## src/rtl/stall_ctrl_if.sv

```systemverilog
// Front-end hazard bus between ID/WB producers and the PIF/IFID consumers.
// The master side drives issue/commit events; the slave side (stall_ctrl)
// returns the stall, redirect and occupancy outputs.
interface stall_ctrl_if #(
  parameter int ADDR_W = 32,
  parameter int CNT_W  = 5
);
  logic              id_issue_valid;
  logic              id_is_jump;
  logic              wb_commit_valid;
  logic              wb_is_jump;
  logic              wb_jump_taken;
  logic [ADDR_W-1:0] wb_jump_addr;
  logic              pif_stall;
  logic              pif_jump_en;
  logic [ADDR_W-1:0] pif_jump_addr;
  logic              ifid_nop;
  logic              full_stall;
  logic [CNT_W-1:0]  rob_count;

  modport master (
    output id_issue_valid, id_is_jump, wb_commit_valid, wb_is_jump,
           wb_jump_taken, wb_jump_addr,
    input  pif_stall, pif_jump_en, pif_jump_addr, ifid_nop, full_stall,
           rob_count
  );

  modport slave (
    input  id_issue_valid, id_is_jump, wb_commit_valid, wb_is_jump,
           wb_jump_taken, wb_jump_addr,
    output pif_stall, pif_jump_en, pif_jump_addr, ifid_nop, full_stall,
           rob_count
  );
endinterface

```

## src/rtl/stall_ctrl.sv

```systemverilog
// Central hazard sequencer for the in-order front end.
// Tracks ROB occupancy (full stall) and runs the jump-stall protocol:
// stall after a possible jump issues, hold until WB commits it, then
// redirect the PC and give IFID one extra bubble for its stale contents.
module stall_ctrl #(
  parameter int ROB_DEPTH = 16,
  parameter int CNT_W     = 5,
  parameter int ADDR_W    = 32
) (
  input logic        clk,
  input logic        rst_n,
  stall_ctrl_if.slave bus
);

  typedef enum logic [1:0] {
    RUN    = 2'd0,
    JSTALL = 2'd1,
    BUBBLE = 2'd2
  } state_t;

  state_t            state_q;
  state_t            state_d;
  logic [CNT_W-1:0]  count_q;
  logic              jump_en_q;
  logic [ADDR_W-1:0] jump_addr_q;
  logic              full;
  logic              issue_acc;
  logic              commit_cnt;
  logic              jump_commit;
  logic              stall_o;
  logic              nop_o;

  // Issue is only taken while running with room in the ROB; a commit only
  // counts when there is something to retire, so the counter cannot wrap.
  assign full        = (count_q == CNT_W'(ROB_DEPTH));
  assign issue_acc   = bus.id_issue_valid && !full && (state_q == RUN);
  assign commit_cnt  = bus.wb_commit_valid && (count_q != '0);
  assign jump_commit = bus.wb_commit_valid && bus.wb_is_jump;

  // State register; reset abandons any stall without a redirect pulse.
  always_ff @(posedge clk or negedge rst_n) begin
    if (!rst_n) begin
      state_q <= RUN;
    end else begin
      state_q <= state_d;
    end
  end

  // Next-state and stall/bubble decode from the registered state.
  always_comb begin
    state_d = state_q;
    stall_o = 1'b0;
    nop_o   = 1'b0;
    case (state_q)
      RUN: begin
        if (issue_acc && bus.id_is_jump) begin
          state_d = JSTALL;
        end
      end
      JSTALL: begin
        stall_o = 1'b1;
        nop_o   = 1'b1;
        if (jump_commit) begin
          state_d = BUBBLE;
        end
      end
      BUBBLE: begin
        nop_o   = 1'b1;
        state_d = RUN;
      end
      default: begin
        state_d = RUN;
      end
    endcase
  end

  // ROB occupancy: simultaneous issue and commit cancel out.
  always_ff @(posedge clk or negedge rst_n) begin
    if (!rst_n) begin
      count_q <= '0;
    end else if (issue_acc && !commit_cnt) begin
      count_q <= count_q + CNT_W'(1);
    end else if (!issue_acc && commit_cnt) begin
      count_q <= count_q - CNT_W'(1);
    end
  end

  // Redirect capture: strobe lives for the bubble cycle only, target is held.
  always_ff @(posedge clk or negedge rst_n) begin
    if (!rst_n) begin
      jump_en_q   <= 1'b0;
      jump_addr_q <= '0;
    end else begin
      jump_en_q <= 1'b0;
      if ((state_q == JSTALL) && jump_commit) begin
        jump_en_q   <= bus.wb_jump_taken;
        jump_addr_q <= bus.wb_jump_addr;
      end
    end
  end

  assign bus.pif_stall     = stall_o;
  assign bus.ifid_nop      = nop_o;
  assign bus.pif_jump_en   = jump_en_q;
  assign bus.pif_jump_addr = jump_addr_q;
  assign bus.full_stall    = full;
  assign bus.rob_count     = count_q;

  // A jump can only retire while the front end is waiting on it.
  jump_commit_in_jstall: assert property (
    @(posedge clk) disable iff (!rst_n)
      !(jump_commit && (state_q != JSTALL))
  );

endmodule
```

## src/flat_wrapper.sv

```systemverilog
// flat-port wrapper written by rule: the top's interface ports become plain ports
module stall_ctrl_flat 
#(
  parameter int ROB_DEPTH = 16,
  parameter int CNT_W     = 5,
  parameter int ADDR_W    = 32
)
  (clk, rst_n, bus_id_issue_valid, bus_id_is_jump, bus_wb_commit_valid, bus_wb_is_jump, bus_wb_jump_taken, bus_wb_jump_addr, bus_pif_stall, bus_pif_jump_en, bus_pif_jump_addr, bus_ifid_nop, bus_full_stall, bus_rob_count);
  stall_ctrl_if #(.ADDR_W(ADDR_W), .CNT_W(CNT_W)) bus_i ();
  input logic clk;
  input logic rst_n;
  input wire logic [$bits(bus_i.id_issue_valid)-1:0] bus_id_issue_valid;
  input wire logic [$bits(bus_i.id_is_jump)-1:0] bus_id_is_jump;
  input wire logic [$bits(bus_i.wb_commit_valid)-1:0] bus_wb_commit_valid;
  input wire logic [$bits(bus_i.wb_is_jump)-1:0] bus_wb_is_jump;
  input wire logic [$bits(bus_i.wb_jump_taken)-1:0] bus_wb_jump_taken;
  input wire logic [$bits(bus_i.wb_jump_addr)-1:0] bus_wb_jump_addr;
  output wire logic [$bits(bus_i.pif_stall)-1:0] bus_pif_stall;
  output wire logic [$bits(bus_i.pif_jump_en)-1:0] bus_pif_jump_en;
  output wire logic [$bits(bus_i.pif_jump_addr)-1:0] bus_pif_jump_addr;
  output wire logic [$bits(bus_i.ifid_nop)-1:0] bus_ifid_nop;
  output wire logic [$bits(bus_i.full_stall)-1:0] bus_full_stall;
  output wire logic [$bits(bus_i.rob_count)-1:0] bus_rob_count;
  assign bus_i.id_issue_valid = bus_id_issue_valid;
  assign bus_i.id_is_jump = bus_id_is_jump;
  assign bus_i.wb_commit_valid = bus_wb_commit_valid;
  assign bus_i.wb_is_jump = bus_wb_is_jump;
  assign bus_i.wb_jump_taken = bus_wb_jump_taken;
  assign bus_i.wb_jump_addr = bus_wb_jump_addr;
  assign bus_pif_stall = bus_i.pif_stall;
  assign bus_pif_jump_en = bus_i.pif_jump_en;
  assign bus_pif_jump_addr = bus_i.pif_jump_addr;
  assign bus_ifid_nop = bus_i.ifid_nop;
  assign bus_full_stall = bus_i.full_stall;
  assign bus_rob_count = bus_i.rob_count;
  stall_ctrl #(.ROB_DEPTH(ROB_DEPTH), .CNT_W(CNT_W), .ADDR_W(ADDR_W)) u_core (.clk(clk), .rst_n(rst_n), .bus(bus_i));
endmodule
```

## config.mk

```make
export PLATFORM = sky130hd
export DESIGN_NAME = stall_ctrl_flat
export DESIGN_NICKNAME = d
export VERILOG_FILES = /design/src/rtl/stall_ctrl_if.sv /design/src/rtl/stall_ctrl.sv /design/src/flat_wrapper.sv
export SDC_FILE = /design/constraint.sdc
export NUM_CORES = 1
export LEC_CHECK = 0
export ABC_AREA = 1
export CELL_PAD_IN_SITES_DETAIL_PLACEMENT = 2
export CELL_PAD_IN_SITES_GLOBAL_PLACEMENT = 2
export CORE_AREA = 2 2 84 95
export DETAILED_ROUTE_END_ITERATION = 16
export DIE_AREA = 0 0 86 97
export GPL_ROUTABILITY_DRIVEN = 0
export GPL_TIMING_DRIVEN = 0
export MAX_ROUTING_LAYER = met4
export PLACE_DENSITY_LB_ADDON = 0.1
export SYNTH_ARGS = -nofsm -noshare
export SYNTH_HDL_FRONTEND = slang
export SYNTH_SLANG_ARGS = --single-unit
export TNS_END_PERCENT = 50
```

## constraint.sdc

```tcl
create_clock -name clk -period 5.22 [get_ports clk]
set_clock_uncertainty 0.05 [all_clocks]
set_input_delay 1.566 -clock clk [delete_from_list [all_inputs] [get_ports clk]]
set_output_delay 1.566 -clock clk [all_outputs]
set_load 0.1 [all_outputs]
```

# == After elaboration in Yosys (flattened, before gate mapping) ==
# Cells that the tools add are included.
# totals
input_bits,39
reg_bits,40
out_inout_bits,41
wordCells,35
# op_classes
n_mux,8
n_addsub,2
n_reduce_logical,16
eq_ne,5
# ops
op,n
two-way mux 5 bit,2
logical AND 1 bit,8
"adder 5 x 1 -> 5 bit, second input constant",1
"== test 5 bit, second input constant",1
nonzero test 5 bit,1
"subtractor 5 x 1 -> 5 bit, second input constant",1
two-way mux 2 bit,2
case mux 2 bit (2 select lines),1
zero test 1 bit,3
two-way mux 1 bit,3
"== test 2 x 1 -> 1 bit, second input constant",1
"== test 2 bit, second input constant",1
zero test 2 bit,1
"inequality test 2 x 1 -> 1 bit, second input constant",1
"inequality test 2 bit, second input constant",1
AND reduction 2 bit,1
nonzero test 2 bit,1
OR reduction 2 bit,1

# == Depth between registers and ports, before layout ==
# Gate-level depths: netlist (run 1).
# depth
depth_word,8
ltp_mapped,15

# == Worst setup path before layout (run 1) ==
# OpenSTA, ideal clock, no wires.
# synth_timing
kind,flip-flop to output port
start,"register u_core.count_q[4], in the netlist u_core.bus.rob_count[4]"
end,output bus_full_stall
stages_incl_launch_ff,3
path_buffers,0
setup_slack_ps,1818
arrival_ps,1786
path_cell_list,dfrtp_1 nand3_2 inv_1
# synth_via
elab_chain_len,1
# synth_lines
element,line,source
start: declaration,stall_ctrl.sv:23,logic [CNT_W-1:0] count_q;
start signal: assignment,stall_ctrl.sv:82,count_q <= count_q + CNT_W'(1);
start signal: assignment,stall_ctrl.sv:84,count_q <= count_q - CNT_W'(1);
== test 5 bit,stall_ctrl.sv:35,assign full = (count_q == CNT_W'(ROB_DEPTH));
end: declaration,flat_wrapper.sv:22,output wire logic [$bits(bus_i.full_stall)-1:0] bus_full_stall;
# Every way passes these cells.

# == Worst setup path after layout (run 1) ==
# layout_timing
start,"register u_core.count_q[0], in the netlist u_core.bus.rob_count[0]"
end,output bus_full_stall
# The elaborated chain is that of the path after synthesis.

==> results of run 1 <==
[through the flow]
| stage | setup slack, ns | std cells | utilization | area, um2 |
|---|---|---|---|---|
| after floorplan | 1.82 | 207 | - | 1800 |
| after global placement | 1.32 | 373 | 0.370 | 2700 |
| after detailed placement | 1.58 | 374 | 0.372 | 2720 |
| after CTS | 1.36 | 381 | 0.382 | 2800 |
| after global routing | 1.28 | 381 | 0.382 | 2800 |
| final | 1.40 | 381 | 0.382 | 2800 |
[flip-flops by register name, summed over array words and instances, names as in the netlist]
| signal | count |
|---|---|
| u_core.bus.pif_jump_addr | 32 |
| u_core.bus.pif_jump_en | 1 |
| u_core.bus.rob_count | 5 |
| u_core.state_q | 2 |
[cell type report]
type,instances,area [um2]
Clock inverter,1,5.00
Fill cell,824,4510
Multi-Input combinational cell,148,703
Inverter,13,50.0
Sequential cell,40,1000
Timing Repair Buffer,80,806
Tap cell,87,109
Clock buffer,6,72.6
Buffer,6,48.8
[layout by cell type (no fill, tap or decap), types with 3 or more instances in the layout]
cell,n
o21ai_0,4
clkdlybuf4s50_1,78
buf_6,3
nand3_2,3
nand2_1,116
buf_2,4
nand3_1,3
dfrtp_1,40
clkbuf_8,5
ha_1,8
inv_1,12
[cell families (layout without fill, tap and decap cells)]
group                    after synthesis  after routing  share of synthesized area
AND/OR/NAND/NOR                      128            128                      0.285
AO/OA/AOI/OAI                          8              8                     0.0243
adder cells (fa/ha/maj)                9              9                     0.0666
flip-flops                            40             40                      0.555
buffers and inverters                 19            106                     0.0548
XOR/XNOR                               3              3                     0.0146
[critical path, delay by kind of cell, from the launching register on]
family / cells / cell delay (ns)
DFF: 1 / 0.45
and+or+nand+nor: 2 / 0.28
buffers and inverters: 2 / 1.19
[layer usage]
layer	GRT usage	part of all wire
met5	-	0
met1	0.172	0.45
met4	0.0293	0.0054
met3	0.0265	0.045
met2	0.223	0.50
[synth_stat cells]
master and n:
xnor2_1 2, a31oi_1 1, nand2_1 116, ha_1 8, o21ai_0 4, a21oi_1 2
buf_6 3, clkinv_2 1, fa_1 1, nand3_2 3, inv_1 12, nand2_2 2
nor2_2 2, nor2_1 2, o211ai_1 1, dfrtp_1 40, buf_2 3, nand3_1 3
xor2_1 1
[worst max path at each step]
stage	startpoint	endpoint	slack [ns]	cells past startpoint
floorplan	u_core.bus.rob_count[4]$_DFFE_PN0P_	bus_full_stall	1.82	2
global placement	rst_n	u_core.bus.pif_jump_addr[29]$_DFFE_PN0P_	1.32	1
detailed placement	bus_id_issue_valid	u_core.bus.rob_count[4]$_DFFE_PN0P_	1.58	14
CTS	u_core.bus.rob_count[0]$_DFFE_PN0P_	bus_full_stall	1.36	4
global route	u_core.bus.rob_count[0]$_DFFE_PN0P_	bus_full_stall	1.28	4
finish	u_core.bus.rob_count[0]$_DFFE_PN0P_	bus_full_stall	1.40	4
==> summary.md, run 1 <==
| Metric | Value |
|---|---|
| Worst r2r dst | `u_core.bus.rob_count[4]$_DFFE_PN0P_` |
| Worst skew pair latency | `0.28 ns` |
| Fin. Hold Viols | `0` |
| Hold Path Stages | `2` |
| Critical path arrival | `2.20 ns` |
| Hold Buf Count CTS | `0` |
| H-tree lvl count | `2` |
| DRT Wirelength | `5.04 mm` |
| Max Slew Vio Count | `0` |
| Initial drt markers | `39` |
| Relative slew slack | `0.331` |
| Min-delay src | `u_core.bus.pif_jump_addr[29]$_DFFE_PN0P_` |
| Gate Count Post-Synth | `207` |
| CP Cell Sequence | `nor2_2 > nand3_2 > inv_1 > clkdlybuf4s50_1` |
| Synthesized area | `1800 um2` |
| Cell Rows | `33` |
| Cts repair resizes | `0` |
| Number of remaining DRC errors | `0` |
| Clock-pin slew on the worst setup and hold paths | `0.07 ns` |
| Die Ht | `97 um` |
| Largest net degree at the start of global routing | `33` |
| Syn. warnings | `0` |
| CP Class | `flip-flop to output pin` |
| Clock Tree Buf Depth | `2` |
| CTS tree | `yes` |
| Unrepaired setup endpoints after global routing | `false` |
| First-pass GRT wire length | `8.96 mm` |
| Startpoint Class | `flip-flop` |
| Starting Density | `0.247` |
| Clock root buffer master | `clkbuf_8` |
| CTS Sinks | `40` |
| Worst r2r src | `u_core.state_q[0]$_DFFE_PN0P_` |
| Synth area leader | `dfrtp_1` |
| Total negative slack | `0 ns` |
| # IOs | `80` |
| Port bufs | `79` |
| Die area | `8340 um2` |
| Nets | `342` |
| Via Count | `1632` |
| Synth Net Count | `255` |
| Number of synthesized register bits | `40` |
| GRT Overall Usage | `0.135` |
| Initial antenna violation count | `0` |
| Max Freq | `0.262 GHz` |
| Grt ovf | `0` |
| Die width | `86 um` |
| Distinct cells, synth | `19` |
| Vias per cell | `4.28` |
| Slowest stage cell on the critical path | `clkdlybuf4s50_1` |
| Element type at the critical path end | `output pin` |
| R2R Setup Slk | `2.93 ns` |
| Period Utilization, post-route | `0.731` |
| Top cells by area, synth | `dfrtp_1, nand2_1, ha_1` |
| HPWL after detailed placement | `3.91 mm` |
| Antenna diodes | `0` |
| Area Growth Syn to Fin | `55.0%` |
| Vias in the first global route | `1861` |
| TritonCTS buffer count | `5` |
| Worst-path maximum fanout | `5` |
| Worst-margin pin slew | `1.00 ns` |
| Drt wl/cell | `13.2 um` |
| R2r worst-path depth | `15` |
| Final setup violation count | `0` |
| Setup Buffers After CTS | `0` |
| Post-synthesis sequential area ratio | `0.555` |
| Min-Delay Path Class | `flip-flop to flip-flop` |
| Status | `completed` |
| Final ANT Viol Nets | `0` |
| Hold slack | `0.432 ns` |
| Min Tclk post-route | `3.82 ns` |
| Core area | `7310 um2` |
| Mean Syn Cell Area | `8.71 um2` |
| WHS Endpoint | `u_core.bus.pif_jump_addr[29]$_DFFE_PN0P_` |
| Worst path max stage delay | `1.12 ns` |
| Max-cap violations | `0` |
| Top-area cell type share of the netlist area | `0.555` |
| Drt first pass iters | `3` |
| Crit path required time | `3.60 ns` |
| Share of layout cells above drive strength 1 | `0.0748` |
Power of run 1 is left out: the tool's default activity adds up to more than one toggle a clock period on the data nets, which glitch-free logic cannot reach.
==> run 2: changes to the inputs <==
--- a/config.mk
+++ b/config.mk
@@ -8,9 +8,9 @@
 export ABC_AREA = 1
 export CELL_PAD_IN_SITES_DETAIL_PLACEMENT = 2
 export CELL_PAD_IN_SITES_GLOBAL_PLACEMENT = 2
-export CORE_AREA = 2 2 84 95
+export CORE_AREA = 2 2 88 98
 export DETAILED_ROUTE_END_ITERATION = 16
-export DIE_AREA = 0 0 86 97
+export DIE_AREA = 0 0 90 100
 export GPL_ROUTABILITY_DRIVEN = 0
 export GPL_TIMING_DRIVEN = 0
 export MAX_ROUTING_LAYER = met4
==> constraint.sdc (replaced) <==
create_clock -name clk -period 3.95 [get_ports clk]
set_clock_uncertainty 0.05 [all_clocks]
set_input_delay 1.185 -clock clk [delete_from_list [all_inputs] [get_ports clk]]
set_output_delay 1.185 -clock clk [all_outputs]
set_load 0.1 [all_outputs]
==> run 2 against run 1 <==
  * Count of clock-buffer cells in the layout is 1 higher
  * Register-to-register slack got worse by 1.3 ns
  * Critical path depth unchanged
  * Setup slack worse by 0.92 ns
  * Sequential share of layout area shrank 0.98 points
  * Core utilization down 3.0 points
  * Critical endpoint unchanged
  * Highest routed layer unchanged
==> summary.md, run 2 (same netlist as run 1, synthesis figures left out) <==
| Metric | Value |
|---|---|
| Period Utilization, post-route | `0.879` |
| Cell Rows | `35 (+6.1%)` |
| GRT Overall Usage | `0.128 (-0.00709)` |
| Fin. Hold Viols | `0 (unchanged)` |
| Share of layout cells above drive strength 1 | `0.0814 (+0.00653)` |
| Met2 layer usage reported by global route | `0.193 (-0.0298)` |
| Worst skew pair latency | `0.29 ns (about the same)` |
| First-pass GRT wire length | `8.98 mm (+0.22%)` |
| CTS tree | `yes` |
| Largest net degree at the start of global routing | `31 (-6.1%)` |
| Max-cap violations | `0 (unchanged)` |
| Finished Layout Cells | `406 (+6.6%)` |
| Grt ovf | `0 (unchanged)` |
| Total negative slack | `0 ns (unchanged)` |
| TritonCTS buffer count | `5 (unchanged)` |
| # IOs | `80 (unchanged)` |
| Clock Tree Buf Depth | `2 (unchanged)` |
| Min-Delay Path Class | `flip-flop to flip-flop` |
| Core area | `8150 um2 (+11%)` |
| Placed Cells | `398 (+6.4%)` |
| Met1 Resource Use GR | `0.169 (-0.00287)` |
| Drt wl/cell | `12.8 um (-3.5%)` |
| Nets | `342 (unchanged)` |
| Startpoint Class | `flip-flop` |
| Clock root buffer master | `clkbuf_8` |
| Number of remaining DRC errors | `0 (unchanged)` |
| Setup Buffers After CTS | `0 (unchanged)` |
| Initial antenna violation count | `0 (unchanged)` |
| Final setup violation count | `0 (unchanged)` |
| CP Class | `flip-flop to output pin` |
| Unrepaired setup endpoints after global routing | `false` |
| Starting Density | `0.221 (-0.0254)` |
| Die width | `90 um (+4.7%)` |
| Max Slew Vio Count | `0 (unchanged)` |
| GRT Max-Usage Layer | `met2` |
| Hold Buf Count CTS | `0 (unchanged)` |
| Commonest non-fill, non-tap cell in the layout | `nand2_1` |
| Min Tclk post-route | `3.47 ns` |
| H-tree lvl count | `2 (unchanged)` |
| Via Count | `1649 (+1.0%)` |
| Crit path required time | `2.71 ns (-0.89 ns)` |
| Drt first pass iters | `3 (unchanged)` |
| Max FFs per register | `32 (unchanged)` |
| Element type at the critical path end | `output pin` |
| CTS Sinks | `40 (unchanged)` |
| Status | `completed` |
| Port bufs | `79 (unchanged)` |
| Die Ht | `100 um (+3.1%)` |
| Initial drt markers | `25 (-36%)` |
| Area Growth Syn to Fin | `59.4%` |
| Vias per cell | `4.06 (-5.2%)` |
| DRT Wirelength | `5.19 mm (+2.8%)` |
| Die area | `9000 um2 (+7.9%)` |
| HPWL after detailed placement | `3.86 mm (-1.2%)` |
| Final ANT Viol Nets | `0 (unchanged)` |
| Worst-margin pin slew | `1.01 ns (+0.00882 ns)` |
| Most frequent cells in the layout | `nand2_1, clkdlybuf4s50_1, dfrtp_1` |
| Cts repair resizes | `0 (unchanged)` |
| Met3 Use GR | `0.0323 (+0.00583)` |
| Vias in the first global route | `1783 (-4.2%)` |
| Antenna diodes | `0 (unchanged)` |
| Worst-path maximum fanout | `5 (unchanged)` |
| Critical path arrival | `2.24 ns (+0.04 ns)` |
| Relative slew slack | `0.325 (-0.00590)` |
| Clock-pin slew on the worst setup and hold paths | `0.08 ns (about the same)` |
| Max Freq | `0.288 GHz` |
==> run 2: cell count changes in the layout (fill, tap and decap cells not counted) <==
cell / before / now
bufinv_16: 0 / 1
clkbuf_8: 5 / 7
clkinv_2: 2 / 1
clkbuf_1: 1 / 0
==> run 2: cell type report <==
class | count | area [um2]
Sequential cell | 40 | 1000
Timing Repair Buffer | 80 | 806
Fill cell | 957 | 5270
Inverter | 13 | 50.0
Multi-Input combinational cell | 148 | 703
Clock inverter | 1 | 30.0
Buffer | 6 | 48.8
Clock buffer | 7 | 96.3
Tap cell | 111 | 139
==> run 2: through the flow <==
step | hold slack (ns) | util | instance area [um2] | worst slack [ns]
final | 0.432 | 0.353 | 2870 | 0.479
after global routing | 0.455 | 0.353 | 2870 | 0.373
after CTS | 0.440 | 0.353 | 2870 | 0.443
after detailed placement | 0.417 | 0.337 | 2750 | 0.700
after global placement | 0.410 | 0.335 | 2730 | 0.407
after floorplan | 0.391 | - | 1800 | 0.929
==> run 2: worst paths after layout <==
kind	startpoint	slack, ns	to	cells past startpoint
setup reg to reg	u_core.state_q[1]$_DFFE_PN0P_	1.67	u_core.bus.rob_count[4]$_DFFE_PN0P_	15
hold / removal	u_core.bus.pif_jump_addr[17]$_DFFE_PN0P_	0.43	u_core.bus.pif_jump_addr[17]$_DFFE_PN0P_	2
setup / recovery	u_core.bus.rob_count[0]$_DFFE_PN0P_	0.48	bus_full_stall	4
max in group asynchronous	rst_n	2.68	u_core.bus.pif_jump_en$_DFF_PN0_	2
hold reg to reg	u_core.bus.pif_jump_addr[17]$_DFFE_PN0P_	0.43	u_core.bus.pif_jump_addr[17]$_DFFE_PN0P_	2
min in group asynchronous	rst_n	0.72	u_core.bus.pif_jump_addr[6]$_DFFE_PN0P_	1
==> run 2: routing by layer <==
layer  vias to the layer above  share of wire
met5                         -              0
li1                        800              -
met1                       792           0.49
met4                         0          0.016
met2                        52           0.45
met3                         5          0.050
==> run 2: worst max-delay path, cell delays in order (launching register included) <==
cell,delay (ns)
dfrtp_1,0.47
nor2_2,0.17
nand3_2,0.11
inv_1,0.07
clkdlybuf4s50_1,1.12
Power of run 2 is left out for the same reason.
